==> config.mk <==
export PLATFORM = sky130hd
export DESIGN_NAME = f1_start_sequencer
export DESIGN_NICKNAME = d
export VERILOG_FILES = /design/src/rtl/f1_start_sequencer.sv
export SDC_FILE = /design/constraint.sdc
export NUM_CORES = 1
export LEC_CHECK = 0
export ABC_AREA = 1
export BUFFER_PORTS_ARGS = -buffer_cell sky130_fd_sc_hd__buf_2
export CORE_UTILIZATION = 55
export CTS_CLUSTER_SIZE = 8
export DETAILED_ROUTE_END_ITERATION = 7
export PLACE_DENSITY = 0.77
export SETUP_SLACK_MARGIN = 0.5
export SLEW_MARGIN = 25
export SYNTH_ARGS = -nofsm -noshare
export SYNTH_HDL_FRONTEND = slang
export SYNTH_SLANG_ARGS = --single-unit
==> constraint.sdc <==
create_clock -name clk -period 2.7 [get_ports clk]
set_input_delay 0.27 -clock clk [delete_from_list [all_inputs] [get_ports clk]]
set_output_delay 0.27 -clock clk [all_outputs]
set_load 0.02 [all_outputs]
==> src/rtl/f1_start_sequencer.sv <==
// Start-lights sequencer and reaction timer: fills lamps one per tick, holds for a
// random tick count, goes dark, then times the player's response in ticks.
module f1_start_sequencer #(
  parameter int unsigned N_LIGHTS    = 8,
  parameter int unsigned RND_W       = 4,
  parameter int unsigned HOLD_OFFSET = 0,
  parameter int unsigned TIME_W      = 16
) (
  input  logic                clk,
  input  logic                rst,
  input  logic                tick,
  input  logic                trigger,
  input  logic                react,
  input  logic [RND_W-1:0]    rnd,
  output logic                lfsr_en,
  output logic [N_LIGHTS-1:0] lights,
  output logic                go,
  output logic                busy,
  output logic [TIME_W-1:0]   react_time,
  output logic                time_valid,
  output logic                jump_start
);

  localparam int unsigned HOLD_MAX = (1 << RND_W) - 1 + HOLD_OFFSET;
  localparam int unsigned HOLD_W   = (HOLD_MAX < 2) ? 1 : $clog2(HOLD_MAX + 1);

  localparam logic [N_LIGHTS-1:0] LIGHTS_ALMOST = {1'b0, {(N_LIGHTS-1){1'b1}}};
  localparam logic [N_LIGHTS-1:0] LIGHTS_FULL   = {N_LIGHTS{1'b1}};
  localparam logic [TIME_W-1:0]   TCNT_MAX      = {TIME_W{1'b1}};

  typedef enum logic [2:0] {
    IDLE   = 3'd0,
    FILL   = 3'd1,
    HOLD   = 3'd2,
    TIMING = 3'd3,
    DONE   = 3'd4
  } state_t;

  state_t              state;
  state_t              state_nxt_c;
  logic [HOLD_W-1:0]   hold_cnt;
  logic [TIME_W-1:0]   tcnt;

  logic [N_LIGHTS-1:0] lights_nxt_c;
  logic [HOLD_W-1:0]   hold_cnt_nxt_c;
  logic [TIME_W-1:0]   tcnt_nxt_c;
  logic [TIME_W-1:0]   tcnt_inc_c;
  logic [TIME_W-1:0]   react_time_nxt_c;
  logic                lfsr_en_nxt_c;
  logic                go_nxt_c;
  logic                time_valid_nxt_c;
  logic                jump_start_nxt_c;
  logic [31:0]         hold_sum_c;
  logic [HOLD_W-1:0]   hold_load_c;

  // Hold count for the round, never below one tick.
  always_comb begin
    hold_sum_c  = 32'(rnd) + 32'(HOLD_OFFSET);
    hold_load_c = (hold_sum_c == 32'd0) ? HOLD_W'(1) : HOLD_W'(hold_sum_c);
  end

  // A tick landing with react still counts toward the measured time.
  always_comb begin
    tcnt_inc_c = tcnt;
    if (tick && (tcnt != TCNT_MAX)) begin
      tcnt_inc_c = tcnt + TIME_W'(1);
    end
  end

  // Next-state and next-output logic.
  always_comb begin
    state_nxt_c      = state;
    lights_nxt_c     = lights;
    hold_cnt_nxt_c   = hold_cnt;
    tcnt_nxt_c       = tcnt;
    react_time_nxt_c = react_time;
    lfsr_en_nxt_c    = 1'b0;
    go_nxt_c         = 1'b0;
    time_valid_nxt_c = 1'b0;
    jump_start_nxt_c = jump_start;

    unique case (state)
      IDLE: begin
        if (trigger) begin
          state_nxt_c      = FILL;
          lights_nxt_c     = '0;
          jump_start_nxt_c = 1'b0;
        end
      end

      FILL: begin
        if (react) begin
          state_nxt_c      = DONE;
          lights_nxt_c     = '0;
          jump_start_nxt_c = 1'b1;
        end else if (tick) begin
          lights_nxt_c = {lights[N_LIGHTS-2:0], 1'b1};
          if (lights == LIGHTS_ALMOST) begin
            lights_nxt_c   = LIGHTS_FULL;
            hold_cnt_nxt_c = hold_load_c;
            lfsr_en_nxt_c  = 1'b1;
            state_nxt_c    = HOLD;
          end
        end
      end

      HOLD: begin
        if (react) begin
          state_nxt_c      = DONE;
          lights_nxt_c     = '0;
          jump_start_nxt_c = 1'b1;
        end else if (tick) begin
          hold_cnt_nxt_c = hold_cnt - HOLD_W'(1);
          if (hold_cnt == HOLD_W'(1)) begin
            lights_nxt_c = '0;
            go_nxt_c     = 1'b1;
            tcnt_nxt_c   = '0;
            state_nxt_c  = TIMING;
          end
        end
      end

      TIMING: begin
        tcnt_nxt_c = tcnt_inc_c;
        if (react) begin
          react_time_nxt_c = tcnt_inc_c;
          time_valid_nxt_c = 1'b1;
          state_nxt_c      = DONE;
        end
      end

      DONE: begin
        if (!trigger && !react) begin
          state_nxt_c = IDLE;
        end
      end

      default: begin
        state_nxt_c = IDLE;
      end
    endcase
  end

  // State and registered outputs; busy tracks the next state so it moves with it.
  always_ff @(posedge clk) begin
    if (rst) begin
      state      <= IDLE;
      lights     <= '0;
      hold_cnt   <= '0;
      tcnt       <= '0;
      react_time <= '0;
      lfsr_en    <= 1'b0;
      go         <= 1'b0;
      time_valid <= 1'b0;
      jump_start <= 1'b0;
      busy       <= 1'b0;
    end else begin
      state      <= state_nxt_c;
      lights     <= lights_nxt_c;
      hold_cnt   <= hold_cnt_nxt_c;
      tcnt       <= tcnt_nxt_c;
      react_time <= react_time_nxt_c;
      lfsr_en    <= lfsr_en_nxt_c;
      go         <= go_nxt_c;
      time_valid <= time_valid_nxt_c;
      jump_start <= jump_start_nxt_c;
      busy       <= (state_nxt_c != IDLE);
    end
  end

endmodule

# After elaboration in Yosys (flattened, before gate mapping)
# Index checks and enable logic that the tools add are counted.
op_classes:
  n_addsub: 2
  n_bitwise: 4
  n_eq_ne: 18
  n_mux: 36
  reduce_logical: 20
op_table:
  columns: ["op", "n"]
  rows:
  - ["16-bit two-way mux", 4]
  - ["8-bit two-way mux", 7]
  - ["32-bit logical NOT", 1]
  - ["16-bit case mux with 2 select lines", 1]
  - ["3-bit two-way mux", 9]
  - ["4-bit two-way mux", 6]
  - ["8-bit case mux with 3 select lines", 1]
  - ["16-bit by 1-bit adder with 16-bit output, second input constant", 1]
  - ["16-bit inequality test, second input constant", 1]
  - ["3-bit case mux with 5 select lines", 1]
  - ["2-bit inequality test, second input constant", 7]
  - ["3-bit inequality test, second input constant", 3]
  - ["8-bit by 7-bit == test with 1-bit output, second input constant", 1]
  - ["4-bit case mux with 2 select lines", 1]
  - ["4-bit OR reduction", 2]
  - ["3-bit by 2-bit == test with 1-bit output, second input constant", 2]
  - ["6-bit AND reduction", 1]
  - ["2-bit nonzero test", 3]
  - ["3-bit nonzero test", 2]
  - ["1-bit two-way mux", 5]
  - ["5-bit AND reduction", 1]
  - ["4-bit by 1-bit == test with 1-bit output, second input constant", 1]
  - ["1-bit NOT", 4]
  - ["4-bit AND reduction", 1]
  - ["11 further kinds", 14]
totals:
  ff_bits: 52
  word_cells: 90
  out_inout_bits: 29
  input_bits: 9

# Logic depth before layout (Yosys ltp)
# Gate-level depths: netlist of the first run.
logic_depth:
  word_depth: 6
  mapped_depth: 12
  depth_no_buf: 11

# Worst setup path after synthesis of the first run
# No wires, ideal clock.
synth_timing:
  path_type: "reg2reg"
  from: "reg tcnt[0]"
  to: "reg tcnt[2]"
  period_less_slack_ps: 1574
  setup_ps: 140
  t_required_ps: 2560
  path_stages_with_launch: 10
  t_arrival_ps: 1435
  slack_ps: 1126
  path_cell_list: "dfxtp_1 -> ha_1 -> nand3_2 -> inv_2 -> nand2_4 -> o21ai_4 -> buf_6 -> nand2_2 -> nand3_1 -> a21oi_1"
synth_via:
  elab_chain_len: 4
synth_lines:
  columns: ["element", "line_no", "source"]
  rows:
  - ["from (decl)", "42", "logic [TIME_W-1:0] tcnt;"]
  - ["from (signal assigned)", "161", "tcnt <= tcnt_nxt_c;"]
  - ["branches (longest 2 deep; another with 16-bit by 1-bit adder with 16-bit output)", null, null]
  - ["16-bit two-way mux (*)", "65", "if (tick && (tcnt != TCNT_MAX)) begin"]
  - ["16-bit case mux with 2 select lines (*)", "82", "unique case (state)"]
# Mark *: on every way between the ends.
# A chain may end at the register's enable or synchronous reset.

# Worst setup path after layout of the first run
# Ends and elaborated chain as after synthesis.

==> flow_summary.yaml, run 1 <==
clock_network:
  cts_root_buf: "clkbuf_8"
  htreeDepth: 2
  clkTransAtPathRegs_ns: 0.09
  cts_buffer_depth: 2
  clock-sinks: 52
  clock_latency_ns: 0.31
  numCtsBuffers: 5
  cts_tree: "yes"
place:
  placed_area_um2: 3099
  gp_congestion: 0.9153
  numPortBuffers: 37
  dp_hpwl_um: 4449
logic_synthesis:
  async_flop_share: 0
  yosys_warnings: 0
  ys_seq_area_frac: 0.3606
  synth_largest_area_cell: "dfxtp_1"
  synth_area_per_cell_um2: 7.127
  synth.distinct_cells: 33
  synthCells: 405
  synthTopCellsByArea: "dfxtp_1 36%, nand2_1 14%, a21oi_1 5.4%"
  synth_nets: 417
  yosys-top-cells-count: "106 x nand2_1, 52 x dfxtp_1, 39 x inv_1, 31 x a21oi_1, 27 x nor2_1"
  synth-edff-count: 0
  ys.flop_type: "dfxtp_1"
  ys_seq_elements: 52
  netlist.area_leader.share: 0.3606
  syn_area_um2: 2887
  yosysMostFrequentCell: "nand2_1"
critical_path:
  cp_data_required_time_ns: 2.89
  reg2reg_slack_ns: 0.90
  cp-start-kind: "register"
  critPathArrivalTime_ns: 1.99
  worst-path-max-fanout: 10
  r2r_end: "tcnt[2]$_SDFFE_PP0P_"
  reg2reg_from: "tcnt[0]$_SDFFE_PP0P_"
  ff2ff_path_depth: 9
  critPathCaptureType: "register"
  criticalPathCategory: "register to register"
floorplanning:
  die_w_um: 74.45
  die_h_um: 74.45
  start_util: 0.5688
  die-area_um2: 5542
  core.rowCount: 26
  ios: 38
  core-area_um2: 5075
finish:
  area_delta_synth_final_pct: 11.88
  nets: 456
  final_area_um2: 3229
  drive_above_1_share: 0.2584
  antennaDiodeCount: 0
worst_hold_path:
  holdCritStartpoint: "rnd[3]"
  worstHoldPathCells: 3
  min_to: "hold_cnt[3]$_SDFFE_PP0P_"
  hold_class: "input pin to register"
outcome:
  status: "completed"
global_routing:
  grt_pass1_vias: 2374
  grt_max_degree: 30
  track_usage: 0.2415
  antenna_found_initial: 0
  grt_pass1_wl_um: 10280
  gr-total-overflow: 0
timing:
  tns_ns: 0
  fmax_mhz: 555.0
  tightest_slew_ns: 0.6588
  finalCritPeriodShare: 0.6674
  hold_viol: 0
  finalMaxSlewViolations: 0
  slew_headroom: 0.5603
  rsz0062_at_grt: "false"
  setup_viol_count_final: 0
  min_period_ns: 1.802
  clock-skew-final_ns: 0.01158
detailed_routing:
  ant_nets: 0
  drcViolationCount: 0
  drt_iter0_markers: 131
  dr.pass1.iters: 4
  via_per_inst: 5.157
  wire_per_inst_um: 12.10
  drt-total-wl_um: 6232
  num_vias: 2656
pwr:
  power_density_nw_per_um2: 415.8
  leakage_uw: 0.001351
  peakVddDrop_mv: 0.2201
  totalPowerFinal_uw: 1343
flow_run:
  maxCapViolations: 0
==> stage by stage <==
step	setup slack [ns]	hold WS (ns)	instances	util
finish	0.8981	0.2523	515	0.6363
global route	0.7139	0.2853	515	0.6363
CTS	0.7088	0.2603	510	0.6289
detailed placement	0.7311	0.4620	502	0.6107
global placement	0.7873	0.4657	502	0.6107
floorplan	1.126	0.4317	405	-
==> final cells by class <==
cell class | instances | area (um2)
fill | 459 | 1846
multi-input combinational | 295 | 1594
sequential | 52 | 1041
timing repair buffer | 45 | 245.2
inverter | 45 | 168.9
tap | 70 | 87.58
clock buffer | 5 | 68.82
clock inverter | 3 | 23.77
==> critical path: stages (launching register included) <==
cell	delay, ns
dfxtp_1	0.41
ha_1	0.28
nand3_2	0.15
inv_2	0.12
nand2_4	0.07
o21ai_4	0.26
buf_4	0.21
nand2_2	0.05
nand3_1	0.08
a21oi_1	0.06
==> registers in the layout (all words and copies together), names as in the netlist <==
| name | cells |
|---|---|
| busy | 1 |
| react_time | 16 |
| hold_cnt | 4 |
| tcnt | 16 |
| state | 3 |
| jump_start | 1 |
| lights | 8 |
| time_valid | 1 |
| go | 1 |
| lfsr_en | 1 |
==> where the power goes <==
part | switching [uW] | internal, uW | leakage, uW
combinational | 72.7 | 34.4 | 0.000891
clock | 277 | 184 | 0.0000404
sequential | 3.46 | 771 | 0.000419
==> cells by family after synthesis <==
kind of cell | Yosys count | synth area share
and+or+nand+nor | 209 | 0.3520
AOI/OAI and AO/OA | 78 | 0.1721
buffers and inverters | 58 | 0.08713
adders and majority gates | 3 | 0.01301
xor gates and xnor gates | 5 | 0.01517
DFF | 52 | 0.3606
==> worst max-delay path by stage <==
stage	start	end	slack [ns]	depth (start not counted)
after floorplan	tcnt[0]$_SDFFE_PP0P_	tcnt[2]$_SDFFE_PP0P_	1.13	9
after global placement	tcnt[0]$_SDFFE_PP0P_	react_time[15]$_SDFFE_PP0P_	0.79	10
after detailed placement	tcnt[1]$_SDFFE_PP0P_	react_time[15]$_SDFFE_PP0P_	0.73	10
after CTS	tcnt[1]$_SDFFE_PP0P_	react_time[15]$_SDFFE_PP0P_	0.71	10
after global routing	tcnt[1]$_SDFFE_PP0P_	react_time[0]$_SDFFE_PP0P_	0.71	11
final	tcnt[0]$_SDFFE_PP0P_	tcnt[2]$_SDFFE_PP0P_	0.90	9
==> layout by cell type (no fill, tap or decap), types with 4 or more instances in the layout <==
cell	netlist	final
a21oi_1	31	31
a21oi_2	11	11
buf_2	2	37
buf_4	2	8
clkbuf_8	0	5
dfxtp_1	52	52
inv_1	39	39
inv_2	6	6
nand2_1	106	106
nand2_2	21	21
nand3_1	24	24
nand3_2	12	12
nand4_1	7	7
nor2_1	27	27
o21ai_0	25	25
xor2_1	4	4
==> layer usage <==
| layer | up-vias | routed length, um | GRT usage |
|---|---|---|---|
| met5 | - | 0 | 0 |
| met4 | 0 | 79 | 0.08805 |
| met3 | 7 | 187 | 0.04201 |
| met2 | 50 | 3145 | 0.4224 |
| met1 | 1213 | 2819 | 0.2966 |
| li1 | 1386 | - | - |
==> timing repair <==
| action | in CTS | in global routing |
|---|---|---|
| setup buffers | 0 | 5 |
| setup endpoints to repair | 0 | 1 |
| gates resized for setup | 0 | 0 |
| hold buffers | 0 | 0 |
Power figures use the tool's default switching activity.
==> run 2, diff against run 1 <==
--- a/config.mk
+++ b/config.mk
@@ -5,12 +5,12 @@
 export SDC_FILE = /design/constraint.sdc
 export NUM_CORES = 1
 export LEC_CHECK = 0
-export ABC_AREA = 1
+export ABC_AREA = 0
 export BUFFER_PORTS_ARGS = -buffer_cell sky130_fd_sc_hd__buf_2
-export CORE_UTILIZATION = 55
+export CORE_UTILIZATION = 51
 export CTS_CLUSTER_SIZE = 8
 export DETAILED_ROUTE_END_ITERATION = 7
-export PLACE_DENSITY = 0.77
+export PLACE_DENSITY = 0.75
 export SETUP_SLACK_MARGIN = 0.5
 export SLEW_MARGIN = 25
 export SYNTH_ARGS = -nofsm -noshare
==> constraint.sdc (replaced) <==
create_clock -name clk -period 1.6 [get_ports clk]
set_input_delay 0.16 -clock clk [delete_from_list [all_inputs] [get_ports clk]]
set_output_delay 0.16 -clock clk [all_outputs]
set_load 0.02 [all_outputs]
==> flow_summary.yaml, run 2 <==
clock_network:
  cts_buffer_depth: 2
  cts_root_buf: "clkbuf_8"
  numCtsBuffers: 5
  clkTransAtPathRegs_ns: 0.10
  cts_tree: "yes"
  clock-sinks: 52
  ctsHoldBuffers: 0
  htreeDepth: 2
  clock_latency_ns: 0.32
critical_path:
  criticalPathCategory: "register to register"
  crit_chain: "inv_2 > ha_4 > nor3b_4 > nor3b_2 > a211o_1 > clkbuf_16 > a31o_4"
  crit_buf_inv: 2
  critPathArrivalTime_ns: 1.93
  cp_data_required_time_ns: 1.82
  cp-start-kind: "register"
  critPathMaxStageDelay_ns: 0.38
  path_delay_family: "compound AO/OA/AOI/OAI gates"
  worst-path-max-fanout: 8
  critPathCaptureType: "register"
  critPathSlowestCell: "a211o_1"
detailed_routing:
  wire_per_inst_um: 20.72
  drt-total-wl_um: 10240
  drt_iter0_markers: 219
  dr.pass1.iters: 8
  drcViolationCount: 0
  via_per_inst: 6.455
  ant_nets: 0
  num_vias: 3189
floorplanning:
  ios: 38
  die_h_um: 75.20
  start_util: 0.5316
  core.rowCount: 26
  die-area_um2: 5655
  die_w_um: 75.20
  core-area_um2: 5140
timing:
  finalMaxSlewViolations: 0
  setup_viol_count_final: 14
  rsz0062_at_grt: "true"
  slew_headroom: 0.7788
  fmax_mhz: 584.0
  tns_ns: -0.8732
  finalCritPeriodShare: 1.070
  tightest_slew_ns: 0.3306
  clock-skew-final_ns: 0.01655
  worst_slack_ns: -0.1123
  min_period_ns: 1.712
  hold_viol: 0
outcome:
  violations: "setup timing"
  status: "finished with violations"
logic_synthesis:
  synth_nets: 335
  yosysMostFrequentCell: "dfxtp_1"
  ys_seq_elements: 52
  synthCells: 323
  async_flop_share: 0
  synth_area_per_cell_um2: 8.460
  synth.distinct_cells: 63
  synth-edff-count: 0
  ys_seq_area_frac: 0.3810
  netlist.area_leader.share: 0.3810
  synthTopCellsByArea: "dfxtp_1 38%, nand2_1 4.8%, a21oi_1 3.8%"
  yosys_warnings: 0
  syn_area_um2: 2733
  synth_largest_area_cell: "dfxtp_1"
  yosys-top-cells-count: "52 x dfxtp_1, 35 x nand2_1, 24 x nor2_1, 21 x a21oi_1, 20 x o21ai_0"
  ys.flop_type: "dfxtp_1"
pwr:
  power_density_nw_per_um2: 546.5
  pwr-share-seq: 0.538
  leakage_uw: 0.001721
  p_int_uw: 1719
  totalPowerFinal_uw: 2408
  power_switching_uw: 688.1
  peakVddDrop_mv: 0.5705
  comb_power_share: 0.120
  clkPwrFrac: 0.342
  switching_share: 0.2858
global_routing:
  grt_pass1_wl_um: 13370
  antenna_found_initial: 0
  track_usage: 0.3175
  grt_pass1_vias: 2786
  gr-total-overflow: 0
  grt_max_degree: 19
finish:
  layout_common_cells: "50 x buf_4, 35 x buf_2, 29 x nand2_1"
  area_delta_synth_final_pct: 61.22
  top_regs: "react_time: 16 flops, tcnt: 16 flops, lights: 8 flops"
  drive_above_1_share: 0.6085
  final_common_cell: "buf_4"
  antennaDiodeCount: 0
  final_area_um2: 4405
  nets: 435
place:
  place_ws_ns: -0.01868
  dp_hpwl_um: 5181
  placed_area_um2: 3435
  gp_congestion: 0.9087
  numPortBuffers: 37
worst_hold_path:
  hold_class: "input pin to register"
flow_run:
  maxCapViolations: 0
-- run 2: cell types whose count changed after synthesis, moves of 11 or more --
cell	previous run	this run
inv_1	39	9
nand2_1	106	35
a21oi_2	11	0
nand2_2	21	1
nand3_2	12	1
-- run 2: path summary, 6_finish.rpt --
path,startpoint,endpoint,slack [ns],cells after the start
max,hold_cnt[1]$_SDFFE_PP0P_,lights[1]$_SDFFE_PP0P_,-0.11,7
max reg2reg,hold_cnt[1]$_SDFFE_PP0P_,lights[1]$_SDFFE_PP0P_,-0.11,7
min reg2reg,react_time[4]$_SDFFE_PP0P_,react_time[4]$_SDFFE_PP0P_,0.49,2
min,trigger,state[2]$_SDFF_PP0_,0.12,3
-- run 2: repair_timing --
action	4_1_cts	5_1_grt
cloned	1	1
gates resized for setup	91	39
setup endpoints to repair	52	54
buffers inserted	22	12
pin swaps	45	21
-- run 2: per-layer routing --
metal,global-route usage,vias up,wire (um)
met1,0.3758,1505,3856
met3,0.04016,77,711
met4,0.1790,0,680
met5,0,-,0
li1,-,1390,-
met2,0.5556,217,4988
-- run 2: logic make-up after synthesis --
family,count (synthesis),synth area share
xor+xnor,11,0.03526
simple gates,129,0.2615
fa+ha+maj,3,0.01374
compound gates,91,0.2294
flops,52,0.3810
mux,2,0.007326
buf+inv,35,0.07188
-- run 2: worst register-to-register path, cell delays in order (launching register included) --
cell	delay (ns)
dfxtp_2	0.34
inv_2	0.07
ha_4	0.13
nor3b_4	0.21
nor3b_2	0.08
a211o_1	0.38
clkbuf_16	0.21
a31o_4	0.21
-- run 2: layout make-up --
class | instances | area [um2]
multi-input cells | 237 | 2111
flip-flops and latches | 52 | 1116
repair buffers | 117 | 959.7
fillers | 273 | 734.5
well taps | 70 | 87.58
clock buffers | 5 | 68.82
inverters | 10 | 37.54
clock inverters | 3 | 25.02
-- run 2: power groups by stage --
stage | combinational, uW | clock, uW | sequential, uW
floorplan | 133 | 0 | 1330
global placement | 195 | 0 | 1330
detailed placement | 197 | 0 | 1330
CTS | 235 | 805 | 1290
global route | 302 | 870 | 1300
finish | 289 | 823 | 1300
-- run 2: metrics by stage --
stage	utilization	std cells	hold slack, ns
2_1_floorplan	-	323	0.3014
3_3_place_gp	0.6682	450	0.4461
3_5_place_dp	0.6682	450	0.4482
4_1_cts	0.7909	481	0.1261
5_1_grt	0.8571	494	0.1319
6_report	0.8571	494	0.1216
